### src/rtl/seq_divider.sv
// Multi-cycle radix-2 restoring divider: one quotient bit per clock, start/done handshake.
// Define SEQ_DIVIDER_SIGNED_EN for two's-complement operands (truncating division).
module seq_divider #(
  parameter int WIDTH = 8
) (
  input  logic             clk,
  input  logic             rst_n,
  input  logic             start,
  input  logic [WIDTH-1:0] dividend,
  input  logic [WIDTH-1:0] divisor,
  output logic             busy,
  output logic             done,
  output logic [WIDTH-1:0] quotient,
  output logic [WIDTH-1:0] remainder,
  output logic             div_by_zero
);

  localparam int CW = $clog2(WIDTH + 1);

  typedef enum logic [1:0] {S_IDLE, S_CALC, S_DONE} state_t;

  state_t           state_q, state_d;
  logic [CW-1:0]    cnt_q, cnt_d;
  logic [WIDTH-1:0] rem_q, rem_d;
  logic [WIDTH-1:0] acc_q, acc_d;
  logic [WIDTH-1:0] dvs_q, dvs_d;
  logic [WIDTH-1:0] dvd_q, dvd_d;
  logic             zero_q, zero_d;
  logic             busy_q, busy_d;
  logic             done_q, done_d;
  logic [WIDTH-1:0] quotient_q, quotient_d;
  logic [WIDTH-1:0] remainder_q, remainder_d;
  logic             dbz_q, dbz_d;
`ifdef SEQ_DIVIDER_SIGNED_EN
  logic             q_neg_q, q_neg_d;
  logic             r_neg_q, r_neg_d;
`endif

  logic [WIDTH:0]   shifted;
  logic [WIDTH:0]   trial;

  // acc_q starts as the dividend magnitude and fills with quotient bits from the LSB.
  assign shifted = {rem_q, acc_q[WIDTH-1]};
  assign trial   = shifted - {1'b0, dvs_q};

  always_comb begin
    state_d     = state_q;
    cnt_d       = cnt_q;
    rem_d       = rem_q;
    acc_d       = acc_q;
    dvs_d       = dvs_q;
    dvd_d       = dvd_q;
    zero_d      = zero_q;
    busy_d      = busy_q;
    done_d      = 1'b0;
    quotient_d  = quotient_q;
    remainder_d = remainder_q;
    dbz_d       = dbz_q;
`ifdef SEQ_DIVIDER_SIGNED_EN
    q_neg_d     = q_neg_q;
    r_neg_d     = r_neg_q;
`endif
    case (state_q)
      S_IDLE: begin
        if (start) begin
          dvd_d  = dividend;
          rem_d  = '0;
          cnt_d  = CW'(WIDTH);
          zero_d = (divisor == '0);
          dbz_d  = 1'b0;
          busy_d = 1'b1;
`ifdef SEQ_DIVIDER_SIGNED_EN
          acc_d   = dividend[WIDTH-1] ? -dividend : dividend;
          dvs_d   = divisor[WIDTH-1] ? -divisor : divisor;
          q_neg_d = dividend[WIDTH-1] ^ divisor[WIDTH-1];
          r_neg_d = dividend[WIDTH-1];
`else
          acc_d   = dividend;
          dvs_d   = divisor;
`endif
          state_d = (divisor == '0) ? S_DONE : S_CALC;
        end
      end
      S_CALC: begin
        rem_d = trial[WIDTH] ? shifted[WIDTH-1:0] : trial[WIDTH-1:0];
        acc_d = {acc_q[WIDTH-2:0], ~trial[WIDTH]};
        cnt_d = cnt_q - CW'(1);
        if (cnt_q == CW'(1)) begin
          state_d = S_DONE;
        end
      end
      S_DONE: begin
        state_d = S_IDLE;
        busy_d  = 1'b0;
        done_d  = 1'b1;
        if (zero_q) begin
          quotient_d  = '1;
          remainder_d = dvd_q;
          dbz_d       = 1'b1;
        end else begin
`ifdef SEQ_DIVIDER_SIGNED_EN
          quotient_d  = q_neg_q ? -acc_q : acc_q;
          remainder_d = r_neg_q ? -rem_q : rem_q;
`else
          quotient_d  = acc_q;
          remainder_d = rem_q;
`endif
        end
      end
      default: state_d = S_IDLE;
    endcase
  end

  always_ff @(posedge clk) begin
    if (!rst_n) begin
      state_q     <= S_IDLE;
      cnt_q       <= '0;
      rem_q       <= '0;
      acc_q       <= '0;
      dvs_q       <= '0;
      dvd_q       <= '0;
      zero_q      <= 1'b0;
      busy_q      <= 1'b0;
      done_q      <= 1'b0;
      quotient_q  <= '0;
      remainder_q <= '0;
      dbz_q       <= 1'b0;
`ifdef SEQ_DIVIDER_SIGNED_EN
      q_neg_q     <= 1'b0;
      r_neg_q     <= 1'b0;
`endif
    end else begin
      state_q     <= state_d;
      cnt_q       <= cnt_d;
      rem_q       <= rem_d;
      acc_q       <= acc_d;
      dvs_q       <= dvs_d;
      dvd_q       <= dvd_d;
      zero_q      <= zero_d;
      busy_q      <= busy_d;
      done_q      <= done_d;
      quotient_q  <= quotient_d;
      remainder_q <= remainder_d;
      dbz_q       <= dbz_d;
`ifdef SEQ_DIVIDER_SIGNED_EN
      q_neg_q     <= q_neg_d;
      r_neg_q     <= r_neg_d;
`endif
    end
  end

  assign busy        = busy_q;
  assign done        = done_q;
  assign quotient    = quotient_q;
  assign remainder   = remainder_q;
  assign div_by_zero = dbz_q;

endmodule

### config.mk
export PLATFORM = sky130hd
export DESIGN_NAME = seq_divider
export DESIGN_NICKNAME = d
export VERILOG_FILES = /design/src/rtl/seq_divider.sv
export SDC_FILE = /design/constraint.sdc
export NUM_CORES = 1
export LEC_CHECK = 0
export CAP_MARGIN = 0
export CELL_PAD_IN_SITES_DETAIL_PLACEMENT = 0
export CELL_PAD_IN_SITES_GLOBAL_PLACEMENT = 1
export CORE_MARGIN = 2
export CORE_UTILIZATION = 30
export DETAILED_ROUTE_END_ITERATION = 8
export PLACE_DENSITY = 0.74
export SYNTH_ARGS = -nofsm -noshare
export SYNTH_HDL_FRONTEND = slang
export SYNTH_SLANG_ARGS = --single-unit
export TNS_END_PERCENT = 1
### constraint.sdc
create_clock -name clk -period 2.3 [get_ports clk]
set_input_delay 0.46 -clock clk [delete_from_list [all_inputs] [get_ports clk]]
set_output_delay 0.46 -clock clk [all_outputs]
set_load 0.02 [all_outputs]
==> results of run 1 <==
-- metrics by stage --
step           hold slack (ns)  setup TNS (ns)  instances  utilization [%]  setup WS (ns)
4_1_cts                  0.460               0        483             39.4         0.0101
2_1_floorplan            0.436               0        327                -         0.0611
3_3_place_gp             0.443               0        466             37.1         0.0429
5_1_grt                  0.480               0        483             39.6        0.00968
3_5_place_dp             0.451         -0.0429        466             37.1        -0.0236
6_report                 0.457               0        483             39.6          0.103
-- cell type report --
| cell class | count | area, µm² |
|---|---|---|
| fillers | 878 | 5320 |
| clock inverters | 6 | 41.3 |
| inverters | 14 | 52.6 |
| multi-input cells | 237 | 1490 |
| well taps | 108 | 135 |
| clock buffers | 10 | 138 |
| flip-flops and latches | 58 | 1160 |
| repair buffers | 50 | 468 |
-- power breakdown --
| group | total (W) | internal, W | switching (W) |
|---|---|---|---|
| clock | 0.000854 | 0.000419 | 0.000435 |
| sequential | 0.00113 | 0.00107 | 0.0000565 |
| combinational | 0.000648 | 0.000305 | 0.000343 |
| total | 0.00263 | 0.00179 | 0.000834 |
-- kinds of logic after synthesis --
| group | count (synthesis) | synth area share, % |
|---|---|---|
| fa+ha+maj | 11 | 5.30 |
| mux | 16 | 5.89 |
| simple gates | 122 | 19.7 |
| compound gates | 83 | 20.8 |
| xor+xnor | 4 | 1.28 |
| buf+inv | 33 | 4.70 |
| flops | 58 | 42.4 |
-- how the worst max path moves through the flow --
stage	start	endpoint	slack, ns	cells after the start
final	acc_q[7]	rem_q[1]	0.10	9
after global routing	acc_q[7]	rem_q[0]	0.01	9
after CTS	acc_q[7]	rem_q[1]	0.01	9
after detailed placement	acc_q[7]	rem_q[1]	-0.02	9
after global placement	acc_q[7]	rem_q[0]	0.04	9
after floorplan	acc_q[7]	rem_q[0]	0.06	9
-- cell usage after synthesis (all sizes together), types with 3 or more instances --
master	n
a211oi	18
a21oi	29
a22o	3
a22oi	3
buf	4
clkbuf	15
dfxtp	58
ha	10
inv	13
mux2i	15
nand2	42
nand2b	8
nor2	50
nor2b	12
nor3	4
o21ai	9
o221a	7
xnor2	3
-- routing by layer --
layer	routed length, µm	part of all wire [%]	up-vias
met5	0	0	-
met4	69	1.1	0
met1	3380	52	1075
met3	251	3.9	8
li1	-	-	1230
met2	2810	43	36
-- sequential cells by signal, indices dropped and copies added (netlist names), 2 cells and up --
name / count
acc_q: 8
cnt_q: 4
dvd_q: 8
dvs_q: 8
quotient: 8
rem_q: 8
remainder: 8
state_q: 2
-- tightest hold or removal path: cells and delay by family (launching register included) --
family | cells | cell delay, ns
compound gates | 1 | 0.05
flops | 1 | 0.31
simple gates | 1 | 0.05
-- timing repair --
item | in CTS | in global routing
cloned | 1 | 0
pin swaps | 2 | 1
endpoints found under the setup margin | 7 | 9
resized for setup | 3 | 4
==> impl_metrics.toml, run 1 <==
[yosys]
synth_edf_count = 0
synth_nets = 357
netlist_area_mm2 = 0.00274
ys_warn_count = 0
synth_ff_type = "dfxtp_1"
synth_area_per_cell_um2 = 8.38
synth_top_cell_by_area = "dfxtp_1"
async_reset_ff_share_pct = 0
ys_types = 40
ys_seq_elements = 58
synth.top_cell.area_share_pct = 42.4
synth.area.top_cells = "dfxtp_1, nor2_1, nand2_1"
syn_inst = 327
seq_area_frac_synth_pct = 42.4

[sta]
slew_headroom_pct = 62.3
rsz0062_at_grt = "no"
finClkSkew_ns = 0.00939
setup_viol = 0
final_max_slew_viol_count = 0
finalCritPeriodShare_pct = 95.5
fmax_ghz = 0.455
worst_pin_slew_ns = 0.564
hold_violations = 0
fin_crit_ns = 2.20

[setup_path]
end_kind = "register"
required_ns = 2.53
crit_chain = "inv_1, ha_2, fa_2, nand2b_4, a211oi_4, mux2i_4, nor2_4, mux2i_1, a22o_1"
crit_type = "reg2reg"
start_kind = "register"
r2r_cells = 9
crit_slowest_cell = "fa_2"
cp_slowest_stage_delay_ns = 0.34
cp.arrival_ns = 2.42
r2r-end = "rem_q[1]"
crit_fanout = 5
r2r_start = "acc_q[7]"
cp_top_family = "adder cells"
rrSetupSlack_ns = 0.10
cp.buffers_inverters = 1

[final_layout]
stdcell_area_mm2 = 0.00349
fin_nets = 400
area_growth_pct = 27.3
layout_commonest_cell = "dfxtp_1"
diodes = 0
mostFrequentLayoutCells = "dfxtp_1, nor2_1, nand2_1"
drive_above_1_share_pct = 12.5

[worst_hold_path]
hold_class = "reg2reg"
hold_depth = 2
worstHoldStart = "dvs_q[2]"
min_to = "dvs_q[2]"

[global_route]
antenna_found_initial = 0
grt_max_degree = 43
grt_usage_pct = 13.8
grt_first_pass_wirelength_mm = 10.9
grt_util_met1_pct = 18.9
grt-busiest-layer = "met2"
grt_util_met3_pct = 4.64
grt_overflow = 0
grt_pass1_vias = 2252
grtUsageMet2_pct = 20.9

[clock_tree]
clkTransAtPathRegs_ns = 0.07
cts_made_buffers = 9
htree_levels = 3
root_buffer = "clkbuf_8"
cts_hold_buf = 0
post-cts-setup-buffers = 0
worstSkewPairLatency_ns = 0.34
cts.path.max_buffers = 2
cts.sinks = 58
cts_tree = "done"

[routing]
routedWlPerCell_um = 13.5
via_per_inst = 4.86
drt-total-wl_mm = 6.51
drtAntennaViolNets = 0
drc = 0
firstDrtPassIters = 4
dr_total_vias = 2349
initialDrtViolationCount = 88

[job]
drv_cap = 0

[status]
status = "finished clean"

[placement]
placed_area_mm2 = 0.00327
portBuffers = 37
dp_hpwl_mm = 4.81
gp_congestion = 0.806

[power]
leakage_nw = 1.28
finalPower_w = 0.00263
peakVddDrop_v = 0.000393
powerDensity_mw_per_mm2 = 753

[die]
row_count = 34
num_io_pins = 38
die_area_mm2 = 0.00991
initial_utilization_pct = 31.1
coreArea_mm2 = 0.00881
die_w_um = 99.6
die_h_um = 99.6
No activity file was read; power rests on OpenSTA's default activity.
==> run 2, diff against run 1 <==
--- a/config.mk
+++ b/config.mk
@@ -8,10 +8,12 @@
 export CAP_MARGIN = 0
 export CELL_PAD_IN_SITES_DETAIL_PLACEMENT = 0
 export CELL_PAD_IN_SITES_GLOBAL_PLACEMENT = 1
+export CORE_ASPECT_RATIO = 0.8
 export CORE_MARGIN = 2
 export CORE_UTILIZATION = 30
 export DETAILED_ROUTE_END_ITERATION = 8
 export PLACE_DENSITY = 0.74
+export SETUP_SLACK_MARGIN = 0.2
 export SYNTH_ARGS = -nofsm -noshare
 export SYNTH_HDL_FRONTEND = slang
 export SYNTH_SLANG_ARGS = --single-unit
==> impl_metrics.toml, run 2 (synthesis results as in run 1) <==
[status]
status = "finished clean"

[die]
die_area_mm2 = 0.00992
die_h_um = 89.5
num_io_pins = 38
coreArea_mm2 = 0.00896
initial_utilization_pct = 30.6
row_count = 31
die_w_um = 111

[routing]
dr_total_vias = 2413
routedWlPerCell_um = 13.4
drc = 0
via_per_inst = 4.88
firstDrtPassIters = 4
drt-total-wl_mm = 6.63
drtAntennaViolNets = 0
initialDrtViolationCount = 142

[power]
clkPwrFrac_pct = 43.0
p_switching_w = 0.000865
leakage_nw = 1.36
combPwrFrac_pct = 21.1
switching_share_pct = 27.5
pwr-share-seq_pct = 36.0
powerDensity_mw_per_mm2 = 858
peakVddDrop_v = 0.000409
p_int_w = 0.00228

[setup_path]
crit_type = "reg2reg"
cp-startpoint = "acc_q[7]"
cp.arrival_ns = 2.36
crit_fanout = 5
crit_slowest_cell = "fa_2"
start_kind = "register"
cp_slowest_stage_delay_ns = 0.34
crit_chain = "inv_2, ha_4, fa_2, nand2b_4, a211oi_4, mux2i_4, nor2_4, a32oi_1, o31ai_1"
required_ns = 2.50
end_kind = "register"
r2r_start = "acc_q[7]"
rrSetupSlack_ns = 0.14

[sta]
fin_crit_ns = 2.16
hold_violations = 0
setup_viol = 0
finClkSkew_ns = 0.00666
fmax_ghz = 0.463
setup_ws_ns = 0.141
tns_ns = 0
finalCritPeriodShare_pct = 93.9
rsz0062_at_grt = "yes"
slew_headroom_pct = 57.7
final_max_slew_viol_count = 0
worst_pin_slew_ns = 0.632

[global_route]
antenna_found_initial = 0
grt_pass1_vias = 2213
grt_usage_pct = 13.9
grt_max_degree = 43
grt_first_pass_wirelength_mm = 10.8
grt_overflow = 0

[clock_tree]
cts_tree = "done"
cts.sinks = 58
clkTransAtPathRegs_ns = 0.05
htree_levels = 3
cts_made_buffers = 9
cts.path.max_buffers = 2
root_buffer = "clkbuf_16"
worstSkewPairLatency_ns = 0.32
cts_hold_buf = 0

[final_layout]
fill_cells = 890
mostFrequentLayoutCells = "dfxtp_1, nor2_1, nand2_1"
fin_nets = 404
multiInputGateArea_mm2 = 0.00150
layout_commonest_cell = "dfxtp_1"
stdcell_area_mm2 = 0.00367
area_growth_pct = 33.8
diodes = 0
regArea_mm2 = 0.00116
drive_above_1_share_pct = 13.7

[job]
drv_cap = 0

[placement]
gp_congestion = 0.865
dp_hpwl_mm = 4.86
placed_area_mm2 = 0.00329
dpl_worst_slack_ns = 0.0377
portBuffers = 37

[worst_hold_path]
worstHoldStart = "dvd_q[1]"
hold_class = "reg2reg"
run 2: final cells by class:
type,instances,area share (%)
inverters,14,1.43
flip-flops and latches,58,31.7
clock buffers,12,7.00
clock inverters,4,1.37
well taps,115,3.92
multi-input cells,237,41.0
repair buffers,54,13.6
run 2: path summary, 6_finish.rpt:
| kind | to | depth (start not counted) |
|---|---|---|
| max | rem_q[5] | 9 |
| min | dvd_q[1] | 2 |
| max reg2reg | rem_q[5] | 9 |
| min reg2reg | dvd_q[1] | 2 |
run 2: metrics by stage:
| stage | util [%] | std cells | hold slack, ns | total power, W |
|---|---|---|---|---|
| after global routing | 40.9 | 494 | 0.477 | 0.00328 |
| after detailed placement | 36.8 | 472 | 0.448 | 0.00175 |
| after CTS | 40.9 | 494 | 0.455 | 0.00316 |
| final | 40.9 | 494 | 0.451 | 0.00315 |
| after floorplan | - | 327 | 0.436 | 0.00158 |
| after global placement | 36.8 | 472 | 0.443 | 0.00174 |
run 2: power groups by stage:
stage                     registers (W)  clock network, W  logic [W]
after detailed placement        0.00115                 0   0.000594
after global routing            0.00114           0.00141   0.000725
after global placement          0.00115                 0   0.000590
after CTS                       0.00113           0.00137   0.000656
after floorplan                 0.00113                 0   0.000445
final                           0.00113           0.00135   0.000663
run 2: repair_timing:
action / 4_1_cts / 5_1_grt
gates resized for setup: 4 / 0
endpoints found under the setup margin: 9 / 9
buffers inserted: 5 / 0
cloned: 1 / 0
pin swaps: 4 / 0
run 2: critical path, delay by kind of cell, from the launching register on:
family,cells,cell delay (ns)
AO/OA/AOI/OAI,3,0.57
adder cells (fa/ha/maj),2,0.49
buffers and inverters,1,0.05
flip-flops,1,0.33
multiplexers,1,0.34
AND/OR/NAND/NOR,2,0.26
run 2: layer usage:
layer	up-vias	GRT usage [%]	share of wire, %
li1	1232	-	-
met1	1105	18.7	51
met2	68	21.1	41
met3	8	4.61	6.5
met4	0	4.55	1.1
met5	-	0	0
==> run 3, diff against run 2 <==
--- a/config.mk
+++ b/config.mk
@@ -5,6 +5,7 @@
 export SDC_FILE = /design/constraint.sdc
 export NUM_CORES = 1
 export LEC_CHECK = 0
+export ABC_AREA = 0
 export CAP_MARGIN = 0
 export CELL_PAD_IN_SITES_DETAIL_PLACEMENT = 0
 export CELL_PAD_IN_SITES_GLOBAL_PLACEMENT = 1
==> results of run 3 <==
Final layout, timing and power as in run 2 (identical DEF).
